### src/rtl/wb_scoreboard_if.sv
// ---------------------------------------------------------------------------
// wb_scoreboard_if
//   Issue/writeback bundle for the register write-back scoreboard.
//
//   Issue side (master drives):
//     issue_valid  instruction presented this cycle
//     opcode[4:0]  opcode of presented instruction
//     rd, rs, rt   destination / source register numbers (ADDR_W bits)
//     rs_used      rs is actually read
//     rt_used      rt is actually read
//     flush        squash all uncommitted in-flight entries
//   Scoreboard side (slave drives):
//     reg_write    presented opcode writes a register (combinational)
//     stall        presented instruction must not issue (combinational)
//     pending      bit r set while a tracked write to r is in flight
//     wb_valid     a write retires from the final stage this cycle
//     wb_addr      register written by the retiring entry
// ---------------------------------------------------------------------------
interface wb_scoreboard_if #(
  parameter int ADDR_W = 3
) ();
  logic                   issue_valid;
  logic [4:0]             opcode;
  logic [ADDR_W-1:0]      rd;
  logic [ADDR_W-1:0]      rs;
  logic [ADDR_W-1:0]      rt;
  logic                   rs_used;
  logic                   rt_used;
  logic                   flush;
  logic                   reg_write;
  logic                   stall;
  logic [2**ADDR_W-1:0]   pending;
  logic                   wb_valid;
  logic [ADDR_W-1:0]      wb_addr;

  modport master (
    output issue_valid, opcode, rd, rs, rt, rs_used, rt_used, flush,
    input  reg_write, stall, pending, wb_valid, wb_addr
  );

  modport slave (
    input  issue_valid, opcode, rd, rs, rt, rs_used, rt_used, flush,
    output reg_write, stall, pending, wb_valid, wb_addr
  );
endinterface

### src/rtl/wb_scoreboard.sv
// ---------------------------------------------------------------------------
// wb_scoreboard
//   Tracks register writes in flight through a DEPTH-stage pipeline and
//   stalls issue of any instruction that reads a register still pending.
//
//   Ports:
//     clk   single clock, rising edge
//     rst   asynchronous, active-high reset
//     bus   wb_scoreboard_if.slave (issue inputs, hazard/writeback outputs)
//
//   Parameters:
//     ADDR_W  register-address width (2**ADDR_W registers)
//     DEPTH   stages from issue to writeback, 2..8
//
//   Configuration macro:
//     WB_BYPASS_EN  defined   -> the final stage is excluded from the hazard
//                                window (register file writes before read).
//                   undefined -> all DEPTH stages are checked.
// ---------------------------------------------------------------------------
module wb_scoreboard #(
  parameter int ADDR_W = 3,
  parameter int DEPTH  = 3
) (
  input logic             clk,
  input logic             rst,
  wb_scoreboard_if.slave  bus
);

  typedef struct packed {
    logic              valid;
    logic [ADDR_W-1:0] addr;
  } entry_t;

`ifdef WB_BYPASS_EN
  localparam int WINDOW = DEPTH - 1;
`else
  localparam int WINDOW = DEPTH;
`endif

  entry_t stage_q [DEPTH];

  logic   reg_write;
  logic   hit_rs;
  logic   hit_rt;
  logic   stall;
  logic   fire;

  // Opcode decode: which opcodes write a destination register.
  always_comb begin
    // NOTE: every always_comb output gets a default first so no path
    // leaves it unassigned, which would otherwise infer a latch.
    reg_write = 1'b0;
    case (bus.opcode)
      5'b01000, 5'b01001, 5'b01010, 5'b01011,
      5'b10100, 5'b10101, 5'b10110, 5'b10111,
      5'b10001, 5'b10010, 5'b10011,
      5'b11000, 5'b11001, 5'b11010, 5'b11011,
      5'b11100, 5'b11101, 5'b11110, 5'b11111,
      5'b00110, 5'b00111:  reg_write = 1'b1;
      default:             reg_write = 1'b0;
    endcase
  end

  // Hazard lookup over the stage window only; the presented instruction's
  // own rd is never compared, so rd == rs cannot self-stall.
  always_comb begin
    hit_rs = 1'b0;
    hit_rt = 1'b0;
    for (int i = 0; i < WINDOW; i++) begin
      if (stage_q[i].valid && stage_q[i].addr == bus.rs) hit_rs = 1'b1;
      if (stage_q[i].valid && stage_q[i].addr == bus.rt) hit_rt = 1'b1;
    end
  end

  assign stall = bus.issue_valid &
                 ((bus.rs_used & hit_rs) | (bus.rt_used & hit_rt));
  assign fire  = bus.issue_valid & ~stall & ~bus.flush;

  // Pipeline of write tags. The shift never freezes: a stalled or
  // non-writing instruction simply enters stage 0 as a bubble.
  always_ff @(posedge clk or posedge rst) begin
    // NOTE: sequential state is updated with non-blocking assignments so
    // every stage samples the pre-edge value of its predecessor.
    if (rst) begin
      // NOTE: the stage array is small and its valid bits must clear
      // asynchronously, so every entry is reset rather than left as memory.
      for (int i = 0; i < DEPTH; i++) stage_q[i] <= '0;
    end else begin
      stage_q[0] <= '{valid: fire & reg_write, addr: bus.rd};
      for (int i = 1; i < DEPTH; i++) begin
        // The last stage is past commit, so flush never squashes it.
        if (bus.flush && i < DEPTH - 1) stage_q[i] <= '0;
        else                            stage_q[i] <= stage_q[i-1];
      end
    end
  end

  // Pending map covers every stage regardless of the hazard window.
  always_comb begin
    bus.pending = '0;
    for (int i = 0; i < DEPTH; i++) begin
      if (stage_q[i].valid) bus.pending[stage_q[i].addr] = 1'b1;
    end
  end

  assign bus.reg_write = reg_write;
  assign bus.stall     = stall;
  assign bus.wb_valid  = stage_q[DEPTH-1].valid;
  assign bus.wb_addr   = stage_q[DEPTH-1].addr;

endmodule

### src/flat_wrapper.sv
// flat-port wrapper written by rule: the top's interface ports become plain ports
module wb_scoreboard_flat 
#(
  parameter int ADDR_W = 3,
  parameter int DEPTH  = 3
)
  (clk, rst, bus_issue_valid, bus_opcode, bus_rd, bus_rs, bus_rt, bus_rs_used, bus_rt_used, bus_flush, bus_reg_write, bus_stall, bus_pending, bus_wb_valid, bus_wb_addr);
  wb_scoreboard_if #(.ADDR_W(ADDR_W)) bus_i ();
  input logic clk;
  input logic rst;
  input wire logic [$bits(bus_i.issue_valid)-1:0] bus_issue_valid;
  input wire logic [$bits(bus_i.opcode)-1:0] bus_opcode;
  input wire logic [$bits(bus_i.rd)-1:0] bus_rd;
  input wire logic [$bits(bus_i.rs)-1:0] bus_rs;
  input wire logic [$bits(bus_i.rt)-1:0] bus_rt;
  input wire logic [$bits(bus_i.rs_used)-1:0] bus_rs_used;
  input wire logic [$bits(bus_i.rt_used)-1:0] bus_rt_used;
  input wire logic [$bits(bus_i.flush)-1:0] bus_flush;
  output wire logic [$bits(bus_i.reg_write)-1:0] bus_reg_write;
  output wire logic [$bits(bus_i.stall)-1:0] bus_stall;
  output wire logic [$bits(bus_i.pending)-1:0] bus_pending;
  output wire logic [$bits(bus_i.wb_valid)-1:0] bus_wb_valid;
  output wire logic [$bits(bus_i.wb_addr)-1:0] bus_wb_addr;
  assign bus_i.issue_valid = bus_issue_valid;
  assign bus_i.opcode = bus_opcode;
  assign bus_i.rd = bus_rd;
  assign bus_i.rs = bus_rs;
  assign bus_i.rt = bus_rt;
  assign bus_i.rs_used = bus_rs_used;
  assign bus_i.rt_used = bus_rt_used;
  assign bus_i.flush = bus_flush;
  assign bus_reg_write = bus_i.reg_write;
  assign bus_stall = bus_i.stall;
  assign bus_pending = bus_i.pending;
  assign bus_wb_valid = bus_i.wb_valid;
  assign bus_wb_addr = bus_i.wb_addr;
  wb_scoreboard #(.ADDR_W(ADDR_W), .DEPTH(DEPTH)) u_core (.clk(clk), .rst(rst), .bus(bus_i));
endmodule
### config.mk
export PLATFORM = sky130hd
export DESIGN_NAME = wb_scoreboard_flat
export DESIGN_NICKNAME = d
export VERILOG_FILES = /design/src/rtl/wb_scoreboard_if.sv /design/src/rtl/wb_scoreboard.sv /design/src/flat_wrapper.sv
export SDC_FILE = /design/constraint.sdc
export NUM_CORES = 1
export LEC_CHECK = 0
export BUFFER_PORTS_ARGS = -buffer_cell sky130_fd_sc_hd__clkbuf_2
export CAP_MARGIN = 15
export CORE_MARGIN = 4
export CORE_UTILIZATION = 40
export CTS_BUF_LIST = sky130_fd_sc_hd__clkbuf_16
export CTS_CLUSTER_DIAMETER = 200
export DETAILED_ROUTE_END_ITERATION = 8
export PLACE_DENSITY = 0.67
export SETUP_SLACK_MARGIN = 0.2
export SYNTH_ARGS = -nofsm -noshare
export SYNTH_HDL_FRONTEND = slang
export SYNTH_SLANG_ARGS = --single-unit
### constraint.sdc
create_clock -name clk -period 1.4 [get_ports clk]
set_input_delay 0 -clock clk [delete_from_list [all_inputs] [get_ports clk]]
set_output_delay 0 -clock clk [all_outputs]
set_load 0.005 [all_outputs]
==> reports/results.tsv, run 1 <==
stage	metric	value	unit
run_status	status	finished, violations left	
run_status	failing checks	negative setup slack	
placed_design	dpl hpwl	1.808	mm
setup_path	Critical Path End	bus_stall	
synthesis	gate count after technology mapping	102	
drt	DR WL/cell	14.96	um
drt	antenna-violating nets left	0	
setup_path	Worst R2R End	u_core.stage_q[11]	
timing	period utilization	101.2	%
synthesis	Post-synth EDFFs	0	
placed_design	port buffer count	33	
floorplan	DIE AREA	3170	sq um
global_routing	gr usage total	17.34	%
synthesis	async set-reset flop share out of synthesis	100.0	%
hold_path	hold crit path type	input pin to flip-flop	
drt	Post-route DRC	0	
pwr	power consumption	0.001173	W
clocking	number of CTS-inserted buffers	3	
clocking	CTS clk-pin slew, worst paths	0.04	ns
final_layout	Inserted Diodes	0	
synthesis	syn_nets	122	
final_layout	synthesis-to-finish area growth	60.46	%
clocking	clk root buf	clkbuf_16	
drt	iteration count of the initial detailed-routing pass	4	
timing	slew of the pin with the lowest slew margin	0.4312	ns
pwr	sequential power share	34.6	%
setup_path	Req. time, crit path	1.40	ns
run	Max-Cap Viols	0	
timing	Fmax	0.7062	GHz
clocking	# H-tree levels	1	
synthesis	Ys Warns	0	
drt	Vias	987	
pwr	Pwr Density	782.9	nW/um^2
setup_path	crit path from	u_core.stage_q[8]	
synthesis	leading area contributor after synthesis	dfrtp_1	
timing	Final Critical Period	1.416	ns
synthesis	part of the Yosys area used for sequential elements	32.17	%
synthesis	Yosys cell types	21	
clocking	Clock Latency Late Sink	0.23	ns
setup_path	Setup Crit Path Kind	flip-flop to output pin	
global_routing	remaining global-route overflow	0	
synthesis	Post-synth top flop	dfrtp_1	
global_routing	vias in the first global route	952	
timing	unrepaired setup endpoints after global routing	yes	
pwr	Internal Power	0.0008969	W
timing	count of pins over their slew limit	0	
setup_path	Crit Path Max Fanout	6	
floorplan	Initial Utilization	42.19	%
drt	DRT iter0 DRCs	18	
pwr	Comb pwr share	23.2	%
setup_path	Worst Setup End Kind	output pin	
clocking	maximum buffer depth of the clock tree	2	
floorplan	row cnt	17	
floorplan	core area	2212	sq um
placed_design	GPL Wtd Cong	0.8532	
synthesis	Synth top cells by count	xnor2_1 (18), nand3_1 (13), dfrtp_1 (12)	
synthesis	most numerous cell in the Yosys netlist	xnor2_1	
global_routing	largest net degree at the start of global routing	13	
placed_design	Inst Count DP	156	
final_layout	ratio of cells with drive above 1 in the final layout	56.86	%
synthesis	cell area after synthesis	933.4	sq um
setup_path	reg2reg setup slack	0.07	ns
hold_path	Hold Crit Depth	3	
floorplan	I/O pin count	34	
floorplan	die height	56.31	um
timing	TNS Setup	-0.01611	ns
final_layout	final core occ	67.70	%
timing	Relative slew margins	71.22	%
final_layout	fin cells	181	
synthesis	dominant cells by area after synthesis	dfrtp_1 (32%), xnor2_1 (17%), nand3_1 (7.0%)	
final_layout	Final Net Count	175	
synthesis	FF+latch count, synth	12	
global_routing	initial antenna violation count	0	
pwr	Switching Power	0.0002757	W
clocking	TritonCTS clock tree	done	
pwr	Net Sw Frac	23.51	%
floorplan	Chip Width	56.31	um
synthesis	Syn Area/Cell	9.151	sq um
drt	average vias per placed instance	5.453	
timing	Fin Clk Skew	0.001765	ns
global_routing	first-pass GRT wire length	4.422	mm
setup_path	Reg2Reg Depth	5	
drt	routed wire length	2.708	mm
setup_path	WP data arrival	1.42	ns
setup_path	CP startpoint kind	flip-flop	
synthesis	Yosys top cell area share	32.17	%
timing	Setup Viol. Count Final	1	
clocking	CTS Sinks	12	
pwr	Clock Power Share	42.2	%
pwr	P_leak	0.7089	nW
pwr	Peak VDD IR	939.2	uV
timing	Final WS setup	-0.01611	ns
setup_path	RR Startpoint	u_core.stage_q[8]	
final_layout	number of fill cells in the layout	172	
timing	Final Hold Fails	0	
## metrics by stage
| step | hold slack [ns] | setup slack [ns] | instance area (sq um) |
|---|---|---|---|
| global placement | -0.007943 | 0.1439 | 1066 |
| finish | 0.03510 | -0.01611 | 1498 |
| global route | 0.05915 | -0.08603 | 1498 |
| CTS | 0.03624 | 0.02555 | 1366 |
| detailed placement | -0.003606 | 0.1332 | 1066 |
| floorplan | -0.1353 | 0.2583 | 933.4 |
## power groups by stage
| stage | logic [W] | registers [W] | clock network (W) |
|---|---|---|---|
| 2_1_floorplan | 0.000140 | 0.000381 | 0 |
| 3_3_place_gp | 0.000167 | 0.000407 | 0 |
| 3_5_place_dp | 0.000173 | 0.000408 | 0 |
| 4_1_cts | 0.000233 | 0.000401 | 0.000505 |
| 5_1_grt | 0.000295 | 0.000408 | 0.000524 |
| 6_report | 0.000273 | 0.000405 | 0.000495 |
## critical path, cell delays in order (launching register included)
cell      delay (ns)
dfrtp_2         0.48
xnor2_2         0.15
nand4_1         0.12
nand3_2         0.11
a32o_1          0.21
clkbuf_2        0.11
## cell usage in the layout (no fill, tap or decap), types with 2 or more instances in the layout
cell type,n
nand2_1,5
buf_4,11
xnor2_2,6
nand3_1,10
nor2b_4,6
inv_1,2
dfrtp_1,2
buf_2,4
xnor2_1,12
buf_6,9
dfrtp_2,10
nor2b_1,4
nand3b_1,5
nand3_2,4
clkbuf_16,3
clkbuf_2,29
dlygate4sd3_1,7
nand4b_1,3
nand4_1,9
## area by class of cell
type	instances	area (sq um)	share of cell area [%]
Clock buffer	3	75.07	5.013
Inverter	2	7.507	0.5013
Timing Repair Buffer	60	419.2	27.99
Multi-Input combinational cell	76	648.1	43.27
Tap cell	28	35.03	2.339
Sequential cell	12	312.8	20.89
## how the worst min path moves through the flow
stage                         start               endpoint
global placement                rst      u_core.stage_q[9]
CTS                 bus_issue_valid     u_core.stage_q[11]
global route        bus_issue_valid     u_core.stage_q[11]
floorplan                       rst  u_core.bus.wb_addr[0]
finish              bus_issue_valid     u_core.stage_q[11]
detailed placement              rst      u_core.stage_q[8]
## sequential cells by signal, indices dropped and copies added, names as in the netlist
signal / flops
u_core.stage_q: 8
u_core.bus.wb_valid: 1
u_core.bus.wb_addr: 3
## logic make-up (layout without fill, tap and decap cells)
family / count (synthesis) / after routing / share of synthesized area [%]
flip-flops: 12 / 12 / 32.17
AND/OR/NAND/NOR: 52 / 52 / 32.84
XOR/XNOR: 18 / 18 / 16.89
buffers and inverters: 14 / 65 / 12.06
AO/OA/AOI/OAI: 6 / 6 / 6.033
## repair_timing
| item | 4_1_cts | 5_1_grt |
|---|---|---|
| gates resized for setup | 22 | 27 |
| setup endpoints to repair | 9 | 10 |
| setup buffers | 12 | 3 |
| pin swaps | 15 | 14 |
| hold buffers | 7 | 0 |
| hold endpoints to repair | 19 | 0 |
## routing by layer
metal	GRT usage, %	part of all wire, %	wire length [um]	vias to the layer above
met5	0	0	0	-
met4	7.119	1.8	48	0
met3	4.598	6.4	174	5
met2	30.72	55	1477	42
met1	19.46	37	1008	473
li1	-	-	-	467
No activity file was read; power rests on OpenSTA's default activity.
==> run 2: changes to the inputs <==
CORE_MARGIN = 5   (was 4)
==> run 2 against run 1 <==
The run now ends clean. Fmax grew 2.7%. Clock-buffer cell count is the same. Sequential power is essentially flat. Sequential share of layout area shrank 0.56 points. Worst hold slack lost 0.011 ns. Wire length grew 15%. Critical endpoint unchanged.
==> reports/results.tsv, run 2 (synthesized netlist as in run 1, its figures left out) <==
stage	metric	value	unit	change
run_status	status	finished, final reports clean		was finished, violations left
clocking	CTS clk-pin slew, worst paths	0.04	ns	about the same
placed_design	port buffer count	33		unchanged
final_layout	ratio of cells with drive above 1 in the final layout	58.49	%	was 56.86%
pwr	sequential power share	33.5	%	was 34.6%
timing	Final Critical Period	1.379	ns	was 1.416 ns
timing	Final WS setup	0.02062	ns	was -0.01611 ns
final_layout	area of the multi-input gates	635.6	sq um	was 648.1 sq um
timing	Fmax	0.7250	GHz	was 0.7062 GHz
pwr	Peak VDD IR	731.6	uV	was 939.2 uV
final_layout	Final Net Count	180		was 175
final_layout	number of fill cells in the layout	171		was 172
floorplan	Initial Utilization	42.19	%	unchanged
setup_path	Setup Crit Path Kind	flip-flop to output pin		unchanged
setup_path	CP startpoint kind	flip-flop		unchanged
placed_design	dpl hpwl	1.842	mm	was 1.808 mm
clocking	# H-tree levels	1		unchanged
final_layout	commonest cells after routing, fill and taps aside	clkbuf_2 (29), xnor2_1 (16), buf_6 (13), buf_4 (13), dfrtp_2 (11)		was clkbuf_2 (29), xnor2_1 (12), buf_4 (11), nand3_1 (10), dfrtp_2 (10)
drt	iteration count of the initial detailed-routing pass	4		unchanged
pwr	Internal Power	0.0009088	W	was 0.0008969 W
timing	Relative slew margins	69.81	%	was 71.22%
final_layout	Inserted Diodes	0		unchanged
clocking	CTS Sinks	12		unchanged
final_layout	max FFs per register	8		unchanged
placed_design	GPL Wtd Cong	0.7697		was 0.8532
clocking	TritonCTS clock tree	done		unchanged
global_routing	remaining global-route overflow	0		unchanged
global_routing	vias in the first global route	1031		was 952
floorplan	core area	2212	sq um	unchanged
setup_path	Crit Path Max Fanout	4		was 6
drt	routed wire length	3.116	mm	was 2.708 mm
global_routing	largest net degree at the start of global routing	13		unchanged
drt	Post-route DRC	0		unchanged
pwr	Net Sw Frac	24.55	%	was 23.51%
drt	average vias per placed instance	5.412		was 5.453
clocking	maximum buffer depth of the clock tree	2		unchanged
clocking	clk root buf	clkbuf_16		unchanged
pwr	Comb pwr share	23.9	%	was 23.2%
floorplan	DIE AREA	3399	sq um	was 3170 sq um
drt	Vias	1012		was 987
floorplan	I/O pin count	34		unchanged
global_routing	initial antenna violation count	0		unchanged
drt	DRT iter0 DRCs	11		was 18
pwr	P_leak	0.7239	nW	was 0.7089 nW
setup_path	Req. time, crit path	1.40	ns	about the same
placed_design	pre-CTS WS	0.08862	ns	was 0.1332 ns
timing	period utilization	98.53	%	was 101.2%
timing	Fin Clk Skew	0.0008963	ns	was 0.001765 ns
floorplan	row cnt	17		unchanged
run	Max-Cap Viols	0		unchanged
floorplan	die height	58.31	um	was 56.31 um
timing	slew of the pin with the lowest slew margin	0.4524	ns	was 0.4312 ns
global_routing	first-pass GRT wire length	4.616	mm	was 4.422 mm
clocking	Clock Latency Late Sink	0.24	ns	was 0.23 ns
final_layout	Largest Register	u_core.stage_q		unchanged
timing	Setup Viol. Count Final	0		was 1
setup_path	Worst Setup End Kind	output pin		unchanged
final_layout	commonest non-fill, non-tap cell in the layout	clkbuf_2		unchanged
clocking	number of CTS-inserted buffers	3		unchanged
global_routing	gr usage total	18.09	%	was 17.34%
floorplan	Chip Width	58.31	um	was 56.31 um
timing	unrepaired setup endpoints after global routing	yes		unchanged
pwr	Clock Power Share	42.6	%	was 42.2%
final_layout	FF/Latch Area	314.1	sq um	was 312.8 sq um
setup_path	WP data arrival	1.38	ns	was 1.42 ns
timing	count of pins over their slew limit	0		unchanged
pwr	Switching Power	0.0002956	W	was 0.0002757 W
drt	antenna-violating nets left	0		unchanged
timing	Final Hold Fails	0		unchanged
final_layout	synthesis-to-finish area growth	65.55	%	was 60.46%
pwr	Pwr Density	779.4	nW/um^2	was 782.9 nW/um^2
final_layout	final core occ	69.85	%	was 67.70%
drt	DR WL/cell	16.66	um	was 14.96 um
hold_path	hold crit path type	input pin to flip-flop		unchanged
-- run 2: worst max-delay path, cell delays in order (launching register included) --
cell and delay (ns):
dfrtp_2 0.46, xnor2_1 0.14, nand4_1 0.11, nand3_2 0.10
a32o_1 0.22, clkbuf_2 0.11
-- run 2: final timing paths --
check / from / end / slack (ns) / depth (start not counted)
setup / recovery: u_core.stage_q[9] / bus_stall / 0.02 / 5
hold / removal: bus_issue_valid / u_core.stage_q[11] / 0.02 / 3
setup reg to reg: u_core.stage_q[9] / u_core.stage_q[11] / 0.03 / 6
hold reg to reg: u_core.stage_q[6] / u_core.bus.wb_addr[2] / 0.48 / 0
max in group asynchronous: rst / u_core.bus.wb_valid / 0.76 / 3
min in group asynchronous: rst / u_core.bus.wb_addr[1] / 0.30 / 3
-- run 2: routing by layer --
metal  wire [um]  GRT usage, %
met5           0             0
met4         159         10.26
met3         180         3.947
met2        1663         34.93
met1        1112         17.26
-- run 2: power groups by stage --
stage          Combinational, W  Sequential, W  Clock, W
3_3_place_gp           0.000163       0.000407         0
6_report               0.000288       0.000403  0.000514
5_1_grt                0.000307       0.000405  0.000552
4_1_cts                0.000257       0.000400  0.000520
3_5_place_dp           0.000169       0.000409         0
2_1_floorplan          0.000140       0.000381         0
-- run 2: area by class of cell --
type | count | share of cell area (%)
clock buffers | 3 | 4.858
clock inverters | 1 | 0.2429
inverters | 2 | 0.4858
multi-input cells | 76 | 41.13
flip-flops and latches | 12 | 20.32
well taps | 28 | 2.267
repair buffers | 65 | 30.69
-- run 2: metrics by stage --
step	hold WS (ns)	setup TNS, ns	std cells	total power [W]	area, sq um
final	0.02388	0	187	0.001204	1545
after CTS	0.02821	0	184	0.001177	1454
after global placement	-0.001021	0	155	0.0005706	1059
after detailed placement	0.008929	0	155	0.0005781	1059
after global routing	0.02586	-0.07478	187	0.001264	1545
after floorplan	-0.1353	0	102	0.0005208	933.4
-- run 2: repair_timing --
action | in CTS | in global routing
gates resized for setup | 35 | 19
hold buffers | 7 | 0
pin swaps | 13 | 9
endpoints found under the setup margin | 9 | 10
buffers inserted | 18 | 3
hold endpoints to repair | 19 | 0
==> run 3: changes to the inputs <==
BUFFER_PORTS_ARGS = -buffer_cell sky130_fd_sc_hd__buf_2   (was -buffer_cell sky130_fd_sc_hd__clkbuf_2)
==> run 3 against run 2 <==
Clock skew rose by 0.00058 ns. Clock-buffer cell count did not move. Global-route usage fell by 1.8 points. Critical path depth did not move. Wire length fell by 6.1%. Final area fell by 2.3%. Power fell by 2.5%. Combinational power fell by 4%. Final cell count fell by 4.3%. Fmax fell by 0.21%. Critical endpoint unchanged. Largest cell class unchanged.
==> reports/results.tsv, run 3 (synthesized netlist as in run 1, its figures left out) <==
stage	metric	value	unit	change
floorplan	die height	58.31	um	unchanged
drt	antenna-violating nets left	0		unchanged
final_layout	ratio of cells with drive above 1 in the final layout	57.62	%	was 58.49%
timing	Final Critical Period	1.382	ns	was 1.379 ns
timing	period utilization	98.73	%	was 98.53%
final_layout	max FFs per register	8		unchanged
timing	Setup Viol. Count Final	0		unchanged
final_layout	synthesis-to-finish area growth	61.66	%	was 65.55%
floorplan	row cnt	17		unchanged
setup_path	Reg2Reg Depth	5		was 6
clocking	CTS Sinks	12		unchanged
clocking	# H-tree levels	1		unchanged
drt	DR WL/cell	16.35	um	was 16.66 um
clocking	TritonCTS clock tree	done		unchanged
global_routing	gr usage total	16.31	%	was 18.09%
final_layout	FF/Latch Area	311.5	sq um	was 314.1 sq um
clocking	maximum buffer depth of the clock tree	2		unchanged
run	Max-Cap Viols	0		unchanged
final_layout	final core occ	68.21	%	was 69.85%
placed_design	GPL Wtd Cong	0.8461		was 0.7697
setup_path	Worst Setup End Kind	output pin		unchanged
global_routing	initial antenna violation count	0		unchanged
hold_path	hold crit path type	input pin to flip-flop		unchanged
floorplan	Initial Utilization	42.19	%	unchanged
clocking	CTS clk-pin slew, worst paths	0.04	ns	about the same
drt	DRT iter0 DRCs	34		was 11
drt	routed wire length	2.927	mm	was 3.116 mm
drt	Post-route DRC	0		unchanged
timing	unrepaired setup endpoints after global routing	yes		unchanged
timing	Fin Clk Skew	0.001479	ns	was 0.0008963 ns
clocking	number of CTS-inserted buffers	3		unchanged
setup_path	reg2reg setup slack	0.09	ns	was 0.03 ns
clocking	Clock Latency Late Sink	0.23	ns	was 0.24 ns
timing	Fmax	0.7235	GHz	was 0.7250 GHz
final_layout	number of fill cells in the layout	179		was 171
global_routing	largest net degree at the start of global routing	13		unchanged
setup_path	Crit Path Max Fanout	4		unchanged
setup_path	WP data arrival	1.38	ns	about the same
clocking	clk root buf	clkbuf_16		unchanged
floorplan	Chip Width	58.31	um	unchanged
pwr	Pwr Density	778.3	nW/um^2	was 779.4 nW/um^2
setup_path	Setup Crit Path Kind	flip-flop to output pin		unchanged
final_layout	area of the multi-input gates	660.6	sq um	was 635.6 sq um
global_routing	first-pass GRT wire length	4.291	mm	was 4.616 mm
drt	Vias	962		was 1012
final_layout	commonest non-fill, non-tap cell in the layout	buf_2		was clkbuf_2
final_layout	Final Net Count	173		was 180
hold_path	Hold Crit Depth	3		unchanged
floorplan	DIE AREA	3399	sq um	unchanged
pwr	power consumption	0.001174	W	was 0.001204 W
placed_design	Inst Count DP	160		was 155
final_layout	fin cells	179		was 187
global_routing	vias in the first global route	932		was 1031
final_layout	Inserted Diodes	0		unchanged
setup_path	Req. time, crit path	1.40	ns	about the same
timing	count of pins over their slew limit	0		unchanged
floorplan	core area	2212	sq um	unchanged
drt	average vias per placed instance	5.374		was 5.412
timing	slew of the pin with the lowest slew margin	0.4359	ns	was 0.4524 ns
timing	Final Hold Fails	0		unchanged
final_layout	commonest cells after routing, fill and taps aside	buf_2 (33), xnor2_1 (14), buf_6 (13), nand4_1 (9), dfrtp_2 (9)		was clkbuf_2 (29), xnor2_1 (16), buf_6 (13), buf_4 (13), dfrtp_2 (11)
setup_path	CP startpoint kind	flip-flop		unchanged
pwr	P_leak	0.7029	nW	was 0.7239 nW
final_layout	Largest Register	u_core.stage_q		unchanged
floorplan	I/O pin count	34		unchanged
global_routing	remaining global-route overflow	0		unchanged
pwr	Peak VDD IR	1034	uV	was 731.6 uV
placed_design	port buffer count	33		unchanged
timing	Relative slew margins	70.91	%	was 69.81%
run_status	status	finished, final reports clean		unchanged
drt	iteration count of the initial detailed-routing pass	4		unchanged
## run 3: path summary, 6_finish.rpt
kind / from / to
hold reg to reg: u_core.stage_q[6] / u_core.bus.wb_addr[2]
setup reg to reg: u_core.bus.wb_addr[2] / u_core.stage_q[11]
min in group asynchronous: rst / u_core.bus.wb_addr[1]
setup / recovery: u_core.bus.wb_addr[2] / bus_stall
hold / removal: bus_issue_valid / u_core.stage_q[11]
max in group asynchronous: rst / u_core.stage_q[8]
## run 3: what timing repair did
action | in CTS | in global routing
endpoints found under the hold margin | 20 | 0
hold buffers | 7 | 0
setup endpoints to repair | 9 | 9
resized for setup | 25 | 27
setup buffers | 3 | 6
gates cloned | 0 | 0
pin swaps | 16 | 17
## run 3: power breakdown
group / switching (W) / internal, W
combinational: 0.000119 / 0.000158
clock: 0.000124 / 0.000370
sequential: 0.0000352 / 0.000368
total: 0.000278 / 0.000896
## run 3: worst max-delay path: stages, from the launching register on
cell     delay [ns]
dfrtp_1        0.43
xnor2_1        0.16
nand4_1        0.13
nand3_2        0.09
a32o_1         0.22
buf_2          0.12
## run 3: cell type report
cell class	count	area share, %
Multi-Input combinational cell	76	43.78
Timing Repair Buffer	58	27.78
Sequential cell	12	20.65
Clock buffer	3	4.975
Tap cell	28	2.322
Inverter	2	0.4975
## run 3: per-layer routing
metal,track usage (%),up-vias,wire length (um)
li1,-,455,-
met3,2.851,9,153
met4,3.974,0,63
met1,17.96,462,1121
met5,0,-,0
met2,31.74,36,1589
## run 3: stage by stage
step	area (sq um)	setup WS, ns	TNS, ns	hold slack [ns]
finish	1509	0.01774	0	0.05456
detailed placement	1096	0.1771	0	0.01229
global placement	1096	0.2269	0	0.009624
CTS	1341	0.03903	0	0.05653
floorplan	933.4	0.2583	0	-0.1353
global route	1509	-0.05216	-0.05580	0.05762
